==> src/rtl/zx_vram_pkg.sv <==
//------------------------------------------------------------------------------
// Module  : zx_vram_pkg
// Purpose : Shared VRAM geometry and the enumerations used by the arbiter and
//           its read-return tag pipeline.
// Contents: VRAM_AW / VRAM_DW  - video RAM address / data widths (8 KB x 8)
//           src_t              - owner of an in-flight RAM read
//           arb_state_t        - CPU transaction state of the arbiter
// Revision: 1.0 - initial release
//------------------------------------------------------------------------------
`default_nettype none

package zx_vram_pkg;

  localparam int VRAM_AW = 13;
  localparam int VRAM_DW = 8;

  // Who a RAM read slot belongs to; SRC_NONE marks an idle or write slot.
  typedef enum logic [1:0] {
    SRC_NONE = 2'd0,
    SRC_VID  = 2'd1,
    SRC_CPU  = 2'd2
  } src_t;

  typedef enum logic [1:0] {
    IDLE   = 2'd0,
    CPU_WR = 2'd1,
    CPU_RD = 2'd2
  } arb_state_t;

endpackage : zx_vram_pkg

`default_nettype wire

==> src/rtl/vram_rd_tag_pipe.sv <==
//------------------------------------------------------------------------------
// Module  : vram_rd_tag_pipe
// Purpose : Tracks the owner of each RAM read for the two edges it takes to
//           come back, then captures ram_rdata into the owner's data register
//           with a one-cycle valid pulse.
// Ports   : clk_i        - VRAM clock
//           reset_i      - synchronous active-low reset
//           issue_i      - owner of the read granted this cycle (or SRC_NONE)
//           ram_rdata_i  - RAM read data
//           cpu_ret_o    - a CPU read is captured at the coming edge
//           vid_valid_o  - vid_data_o updated this cycle
//           vid_data_o   - last byte returned to video
//           cpu_valid_o  - cpu_rdata_o updated this cycle
//           cpu_rdata_o  - last byte returned to the CPU
// Revision: 1.0 - initial release
//------------------------------------------------------------------------------
`default_nettype none

module vram_rd_tag_pipe
  import zx_vram_pkg::*;
#(
  parameter int DW = VRAM_DW
) (
  input  logic          clk_i,
  input  logic          reset_i,
  input  src_t          issue_i,
  input  logic [DW-1:0] ram_rdata_i,
  output logic          cpu_ret_o,
  output logic          vid_valid_o,
  output logic [DW-1:0] vid_data_o,
  output logic          cpu_valid_o,
  output logic [DW-1:0] cpu_rdata_o
);

  // tag0 follows the address register, tag1 lines up with ram_rdata.
  src_t          tag0_q;
  src_t          tag1_q;
  logic          vid_valid_q;
  logic [DW-1:0] vid_data_q;
  logic          cpu_valid_q;
  logic [DW-1:0] cpu_rdata_q;

  always_ff @(posedge clk_i) begin
    if (!reset_i) begin
      tag0_q      <= SRC_NONE;
      tag1_q      <= SRC_NONE;
      vid_valid_q <= 1'b0;
      vid_data_q  <= '0;
      cpu_valid_q <= 1'b0;
      cpu_rdata_q <= '0;
    end else begin
      tag0_q      <= issue_i;
      tag1_q      <= tag0_q;
      vid_valid_q <= (tag1_q == SRC_VID);
      cpu_valid_q <= (tag1_q == SRC_CPU);
      if (tag1_q == SRC_VID) begin
        vid_data_q <= ram_rdata_i;
      end
      if (tag1_q == SRC_CPU) begin
        cpu_rdata_q <= ram_rdata_i;
      end
    end
  end

  assign cpu_ret_o   = (tag1_q == SRC_CPU);
  assign vid_valid_o = vid_valid_q;
  assign vid_data_o  = vid_data_q;
  assign cpu_valid_o = cpu_valid_q;
  assign cpu_rdata_o = cpu_rdata_q;

endmodule : vram_rd_tag_pipe

`default_nettype wire

==> src/rtl/vram_arbiter.sv <==
//------------------------------------------------------------------------------
// Module  : vram_arbiter
// Purpose : Shares the single-port video RAM between the ULA fetch path and
//           the CPU. Video has fixed priority; after MAX_VID_RUN consecutive
//           video grants with the CPU waiting, the next slot goes to the CPU.
//           One RAM access per clock, read data steered back in grant order.
// Ports   : clk_i, reset_i           - VRAM clock, sync active-low reset
//           vid_req_i/vid_addr_i     - video fetch request (held until grant)
//           vid_gnt_o                - combinational video grant
//           vid_valid_o/vid_data_o   - returned video byte (pulse)
//           cpu_req_i/cpu_we_i/cpu_addr_i/cpu_wdata_i - CPU request (held to ack)
//           cpu_ack_o/cpu_rdata_o    - CPU completion pulse / read data
//           ram_addr_o/ram_we_o/ram_wdata_o - registered RAM controls
//           ram_rdata_i              - RAM data, valid one cycle after address
// Revision: 1.0 - initial release
//------------------------------------------------------------------------------
`default_nettype none

module vram_arbiter
  import zx_vram_pkg::*;
#(
  parameter int AW          = VRAM_AW,
  parameter int DW          = VRAM_DW,
  parameter int MAX_VID_RUN = 4
) (
  input  logic          clk_i,
  input  logic          reset_i,
  input  logic          vid_req_i,
  input  logic [AW-1:0] vid_addr_i,
  output logic          vid_gnt_o,
  output logic          vid_valid_o,
  output logic [DW-1:0] vid_data_o,
  input  logic          cpu_req_i,
  input  logic          cpu_we_i,
  input  logic [AW-1:0] cpu_addr_i,
  input  logic [DW-1:0] cpu_wdata_i,
  output logic          cpu_ack_o,
  output logic [DW-1:0] cpu_rdata_o,
  output logic [AW-1:0] ram_addr_o,
  output logic          ram_we_o,
  output logic [DW-1:0] ram_wdata_o,
  input  logic [DW-1:0] ram_rdata_i
);

  localparam int              RUN_W   = (MAX_VID_RUN < 1) ? 1 : $clog2(MAX_VID_RUN + 1);
  localparam logic [RUN_W-1:0] RUN_MAX = RUN_W'(MAX_VID_RUN);

  arb_state_t       state_q, state_d;
  logic [RUN_W-1:0] vid_run_q, vid_run_d;
  logic             wr_ack_q, wr_ack_d;
  logic [AW-1:0]    ram_addr_q;
  logic             ram_we_q;
  logic [DW-1:0]    ram_wdata_q;

  logic cpu_ok;
  logic cpu_win;
  logic vid_win;
  logic cpu_ret;
  logic cpu_rvalid;
  src_t issue;

  assign cpu_ack_o = wr_ack_q | cpu_rvalid;

  // The ack cycle still belongs to the finishing transaction: cpu_req is
  // still high there, so a grant now would repeat the access. A held
  // request becomes a new transaction only from the cycle after the ack.
  always_comb begin
    cpu_ok  = reset_i && cpu_req_i && (state_q == IDLE) && !cpu_ack_o;
    cpu_win = cpu_ok && (!vid_req_i || (vid_run_q == RUN_MAX));
    vid_win = reset_i && vid_req_i && !cpu_win;
  end

  assign vid_gnt_o = vid_win;

  // Counts video grants that overtook a waiting CPU.
  always_comb begin
    vid_run_d = vid_run_q;
    if (!cpu_req_i || cpu_win) begin
      vid_run_d = '0;
    end else if (vid_win && cpu_ok && (vid_run_q != RUN_MAX)) begin
      vid_run_d = vid_run_q + RUN_W'(1);
    end
  end

  // Writes need no read return slot.
  always_comb begin
    issue = SRC_NONE;
    if (cpu_win && !cpu_we_i) begin
      issue = SRC_CPU;
    end else if (vid_win) begin
      issue = SRC_VID;
    end
  end

  // FSM: state register
  always_ff @(posedge clk_i) begin
    if (!reset_i) begin
      state_q <= IDLE;
    end else begin
      state_q <= state_d;
    end
  end

  // FSM: next state
  always_comb begin
    state_d = state_q;
    unique case (state_q)
      IDLE: begin
        if (cpu_win) begin
          state_d = cpu_we_i ? CPU_WR : CPU_RD;
        end
      end
      CPU_WR: state_d = IDLE;
      CPU_RD: begin
        if (cpu_ret) begin
          state_d = IDLE;
        end
      end
      default: state_d = IDLE;
    endcase
  end

  // FSM: outputs. The write strobe is on the RAM while in CPU_WR, so the
  // ack is registered for the following cycle.
  always_comb begin
    wr_ack_d = (state_q == CPU_WR);
  end

  always_ff @(posedge clk_i) begin
    if (!reset_i) begin
      vid_run_q   <= '0;
      wr_ack_q    <= 1'b0;
      ram_addr_q  <= '0;
      ram_we_q    <= 1'b0;
      ram_wdata_q <= '0;
    end else begin
      vid_run_q <= vid_run_d;
      wr_ack_q  <= wr_ack_d;
      ram_we_q  <= 1'b0;
      if (cpu_win) begin
        ram_addr_q  <= cpu_addr_i;
        ram_we_q    <= cpu_we_i;
        ram_wdata_q <= cpu_wdata_i;
      end else if (vid_win) begin
        ram_addr_q <= vid_addr_i;
      end
    end
  end

  assign ram_addr_o  = ram_addr_q;
  assign ram_we_o    = ram_we_q;
  assign ram_wdata_o = ram_wdata_q;

  vram_rd_tag_pipe #(
    .DW (DW)
  ) u_tag_pipe (
    .clk_i       (clk_i),
    .reset_i     (reset_i),
    .issue_i     (issue),
    .ram_rdata_i (ram_rdata_i),
    .cpu_ret_o   (cpu_ret),
    .vid_valid_o (vid_valid_o),
    .vid_data_o  (vid_data_o),
    .cpu_valid_o (cpu_rvalid),
    .cpu_rdata_o (cpu_rdata_o)
  );

endmodule : vram_arbiter

`default_nettype wire

==> config.mk <==
export PLATFORM = sky130hd
export DESIGN_NAME = vram_arbiter
export DESIGN_NICKNAME = d
export VERILOG_FILES = /design/src/rtl/zx_vram_pkg.sv /design/src/rtl/vram_rd_tag_pipe.sv /design/src/rtl/vram_arbiter.sv
export SDC_FILE = /design/constraint.sdc
export NUM_CORES = 1
export LEC_CHECK = 0
export CAP_MARGIN = 20
export CORE_MARGIN = 4
export CORE_UTILIZATION = 40
export CTS_BUF_LIST = sky130_fd_sc_hd__clkbuf_8
export DETAILED_ROUTE_END_ITERATION = 8
export GPL_TIMING_DRIVEN = 0
export PLACE_DENSITY = 0.76
export SLEW_MARGIN = 20
export SYNTH_ARGS = -nofsm -noshare
export SYNTH_HDL_FRONTEND = slang
export SYNTH_SLANG_ARGS = --single-unit
==> constraint.sdc <==
create_clock -name clk_i -period 2.1 [get_ports clk_i]
set_input_delay 0.21 -clock clk_i [delete_from_list [all_inputs] [get_ports clk_i]]
set_output_delay 0.21 -clock clk_i [all_outputs]
set_load 0.01 [all_outputs]
# Word level (Yosys, flattened, before mapping)
# Index checks and enable logic that the tools add are counted.
[totals]
inputBits = 47
elab_cells = 54
regBits = 50
output_inout_bits = 41
[classes]
n_eq_ne = 8
reduce_logical = 22
n_bitwise = 2
n_mux = 8
add_sub_neg = 1
[op_table]
columns = ["cell", "count"]
rows = [
  ["$mux 13", 2],
  ["$logic_and 1x1->1", 9],
  ["$mux 2", 4],
  ["$logic_not 1->1", 5],
  ["$eq 2x1->1 const B", 2],
  ["$eq 2x2->1 const B", 2],
  ["$ne 2x2->1 const B", 2],
  ["$pmux 2 s2", 1],
  ["$reduce_and 2->1", 2],
  ["$reduce_or 2->1", 2],
  ["$add 3x1->3 const B", 1],
  ["$eq 3x3->1 const B", 1],
  ["$ne 3x3->1 const B", 1],
  ["$logic_not 2->1", 1],
  ["$logic_or 1x1->1", 2],
  ["$reduce_bool 2->1", 1],
  ["$mux 1", 1],
  ["$not 1->1", 1],
  ["$or 1x1->1", 1],
]

# Logic depth before layout (Yosys ltp)
[depth]
ltp_word = 8
ltp_mapped = 7

# Hierarchy
# From an unflattened synthesis, not the netlist that was laid out.
[hier_totals]
hier_cells = 223
area_unflattened_um2 = 2042.0
[modules_own_cells]
columns = ["module", "seq_area_each_um2", "area_each_um2", "cells_per_inst", "instances"]
rows = [
  ["vram_arbiter", 560.5, 1260.0, 147, 1],
  ["vram_rd_tag_pipe", 440.4, 782.0, 76, 1],
]

# Worst setup path after synthesis
# No wires, ideal clock.
[synth_timing]
path_type = "register to register"
start = "register vid_run_q[0]"
end = "register ram_we_q, in the netlist ram_we_o"
period_less_slack_ns = 1.529
t_required_ns = 1.985
setup_ns = 0.115
arrival_time_ns = 1.414
path_stages_with_launch = 7
path_slack_ns = 0.571
cell_sequence = "dfxtp_1 inv_1 ha_1 a21boi_0 nor3_4 buf_4 and2_1"
[synth_between]
elab_chain_len = 4
[synth_rtl]
columns = ["item", "line", "text"]
rows = [
  ["from (decl)", "vram_arbiter.sv:49", "logic [RUN_W-1:0] vid_run_q, vid_run_d;"],
  ["from (signal assigned)", "vram_arbiter.sv:137", "vid_run_q <= vid_run_d;"],
  ["$eq 3x3->1", "vram_arbiter.sv:69", "cpu_win = cpu_ok && (!vid_req_i || (vid_run_q == RUN_MAX));"],
  ["$logic_or 1x1->1", "vram_arbiter.sv:69", ""],
  ["$logic_and 1x1->1", "vram_arbiter.sv:69", ""],
  ["$reduce_and 2->1 (no line)", "--", ""],
  ["to (signal assigned)", "vram_arbiter.sv:142", "ram_we_q <= cpu_we_i;"],
  ["to (decl)", "vram_arbiter.sv:52", "logic ram_we_q;"],
]
# No other way between the ends.
# A chain may end at the register's enable or synchronous reset.

# Worst setup path after layout
[layout_timing]
start = "input port reset_i"
end = "output port vid_gnt_o"
[layout_between]
elab_chain_len = 6
elab_cells_between_ends = 7
[layout_rtl]
columns = ["item", "line", "text"]
rows = [
  ["from (decl)", "vram_arbiter.sv:27", "input logic reset_i,"],
  ["$logic_and 1x1->1 (3 in series)", "vram_arbiter.sv:68", "cpu_ok = reset_i && cpu_req_i && (state_q == IDLE) && !cpu_ack_o;"],
  ["$logic_and 1x1->1", "vram_arbiter.sv:69", ""],
  ["$logic_not 1->1", "vram_arbiter.sv:70", "vid_win = reset_i && vid_req_i && !cpu_win;"],
  ["$logic_and 1x1->1 (*)", "vram_arbiter.sv:70", ""],
  ["to (decl)", "vram_arbiter.sv:30", "output logic vid_gnt_o,"],
]
# Mark *: on every way between the ends. The rest lies on a longest branch, timed or not.

==> run metrics <==
Routed Antenna Nets 0; Net Count, Synth 284; placed cells 388; initial antenna violation count 0; DRC Markers 0; DR iter-0 viols 76; footprint of the multi-input gates 990 sq um; placed standard-cell area roughly 0.0030 sq mm; non-filler cells, final a little under 400; vias in the first global route 1979; Reg2Reg Depth 6; hold_buf cts 0; Worst Setup Start Kind primary input; WL/cell 13.9 microns; Syn Inst Count 235; Die Span Y 80.0 microns; GRT Overall Usage 0.179; period utilization 0.950; distinct cell type count after synthesis 31; port buffer count 86; Slew HR 0.573; Area Overhead vs Synth 53.2%; clk buf depth 2; layout cell share with drive strength beyond 1 0.100; core box area 0.00488 sq mm; Hold WC Path Type register to register; clk slew on worst S/H paths roughly 0.09 ns; Setup Buffers After CTS 0; post-synthesis xor/xnor area fraction 0; # nets final 377; top-level port count around 90; wirelength, routed 5.50 mm; Final Setup Violations 0; Initial Util 0.425; HPWL after DPL between 4 and 5 mm; final hold vios 0; Syn Area/Cell 8.82 sq um; DR vias/cell between 4 and 5; Seq/Total Area, Yosys 0.483; Critical Path AT 1.78 ns; flops & latches, synth 50; RR Endpoint ram_we_o; largest family of logic cells by synthesized area simple AND/OR/NAND/NOR gates; worst setup path endpoint vid_gnt_o; Adder-Cell Fraction of Synth Area 0.0121; die area around 0.0064 sq mm; crit path from reset_i; gr ovfl total 0; worst slew pin tran 0.635 ns; worst skew pair latency 0.30 ns; mux share of post-synthesis cell area 0.0749; CP max FO 6; Critical Path RT around 1.9 ns; post-synthesis simple-gate area fraction 0.243; Clock Sinks 50; Peak Freq 501 MHz; DIE WIDTH 80.0 microns; DR vias 1962; final weighted congestion in routability-driven placement 0.845; first-pass GRT wire length 9.11 mm; Pwr Total 2180 uW; root buf cell clkbuf_8; row count 25; most common cell after layout, fill and taps aside clkdlybuf4s50_1; pwr dens between 600 and 700 mW/mm^2; min Tclk post-route between 1.5 and 2 ns; CTS H-tree lvls 2; Layout Cell Area excl Fill between 0.003 and 0.004 sq mm; Detailed Routing Iterations Pass 1 4; CP endpoint kind output port; worst hold path startpoint u_tag_pipe.tag0_q[1]; FF-to-FF Start vid_run_q[0]; setup TNS 0 ns; status finished, final reports clean; Max Clock Skew 0.00752 ns; Peak VDD IR approximately 0.45 mV; critical path class primary input to output port; post-synthesis compound-gate area fraction 0.141; Seq. cell area 0.00100 sq mm; CTS tree built; Max Cap Viol 0; largest net degree at the start of global routing 16; # diodes 0; CTS buffer count 5; FF-to-FF setup slack 0.36 ns; Max Slew Vio Count 0; number of fill cells in the layout 443; leakage 0.00117 uW; Synth Warn # 0; Hold WS roughly 0.44 ns; highest-count cells in the layout ignoring fill and taps clkdlybuf4s50_1, nand2_1, dfxtp_1; Post-Syn Area 0.00207 sq mm
## routing by layer
metal | global-route usage | part of all wire | up-vias
li1 | - | - | 997
met3 | 0.0643 | 0.090 | 7
met5 | 0 | 0 | -
met4 | 0.0405 | 0.010 | 0
met2 | 0.306 | 0.46 | 74
met1 | 0.215 | 0.44 | 884
## worst max-delay path: stages
cell,delay [ns]
clkdlybuf4s50_1,0.55
and2_1,0.14
clkbuf_1,0.22
nand3_2,0.16
and3_1,0.21
dlygate4sd2_1,0.29
## final cells by class
cell class	count	area share
flip-flops and latches	50	0.315
multi-input cells	162	0.312
repair buffers	86	0.271
plain buffers	20	0.0272
well taps	67	0.0264
clock buffers	6	0.0260
clock inverters	2	0.0189
inverters	3	0.00355
## report_power, final
group          internal, uW  switching [uW]
registers               991            23.2
clock network           508             315
logic                   203             144
total                  1700             482
## cells in the mapped netlist
cell type  number  area share
mux2_2         12       0.065
a21oi_1         2      0.0048
mux2i_1         2      0.0097
nand2b_1        2      0.0060
nand4_1        21       0.063
o211a_1         1      0.0048
a21bo_2         1      0.0048
nor4_2          1      0.0060
and3b_1         1      0.0042
o21ai_0        19       0.046
a21boi_0       17       0.062
or2_2           1      0.0030
o31ai_1         1      0.0036
and2_1          7       0.021
o22ai_1         2      0.0060
nand3_1         2      0.0048
inv_1           3      0.0054
a311oi_1        1      0.0042
nor2_1          1      0.0018
ha_1            2       0.012
nand2_1        57        0.10
o21ai_1         2      0.0048
buf_2           4      0.0097
dfxtp_1        50        0.48
nor2b_1         2      0.0060
or4_4           1      0.0054
buf_4           1      0.0036
and3_1          2      0.0060
clkbuf_1       15       0.027
nand4b_1        1      0.0042
nor3_4          1      0.0079
## per-stage QoR
stage | setup slack, ns | utilization
finish | 0.105 | 0.651
global route | -0.00403 | 0.651
CTS | 0.0507 | 0.649
detailed placement | -0.424 | 0.618
global placement | -0.420 | 0.618
floorplan | 0.571 | -
## worst min-delay path by stage
stage,endpoint,slack [ns],cells after the start
6_report,u_tag_pipe.tag1_q[1],0.44,1
5_1_grt,ram_wdata_o[0],0.45,3
4_1_cts,u_tag_pipe.tag1_q[1],0.45,1
3_5_place_dp,u_tag_pipe.tag1_q[1],0.43,1
3_3_place_gp,u_tag_pipe.tag1_q[1],0.41,1
2_1_floorplan,u_tag_pipe.tag0_q[1],0.28,1
## cells by family after synthesis
group / after synthesis
buf+inv: 23
mux: 14
compound gates: 46
fa+ha+maj: 2
flops: 50
simple gates: 100
## what timing repair did
item                                   CTS  global route
pin swaps                                0             0
endpoints found under the hold margin    0             0
setup endpoints to repair                1             1
gates resized for setup                  4             1
## sequential cells by signal, indices dropped and copies added, names as in the netlist
name,count
u_tag_pipe.vid_data_o,8
ram_wdata_o,8
u_tag_pipe.tag0_q,2
wr_ack_q,1
u_tag_pipe.tag1_q,2
ram_we_o,1
u_tag_pipe.cpu_valid_o,1
u_tag_pipe.vid_valid_o,1
u_tag_pipe.cpu_rdata_o,8
ram_addr_o,13
state_q,2
vid_run_q,3
No activity file was read; power rests on OpenSTA's default activity.
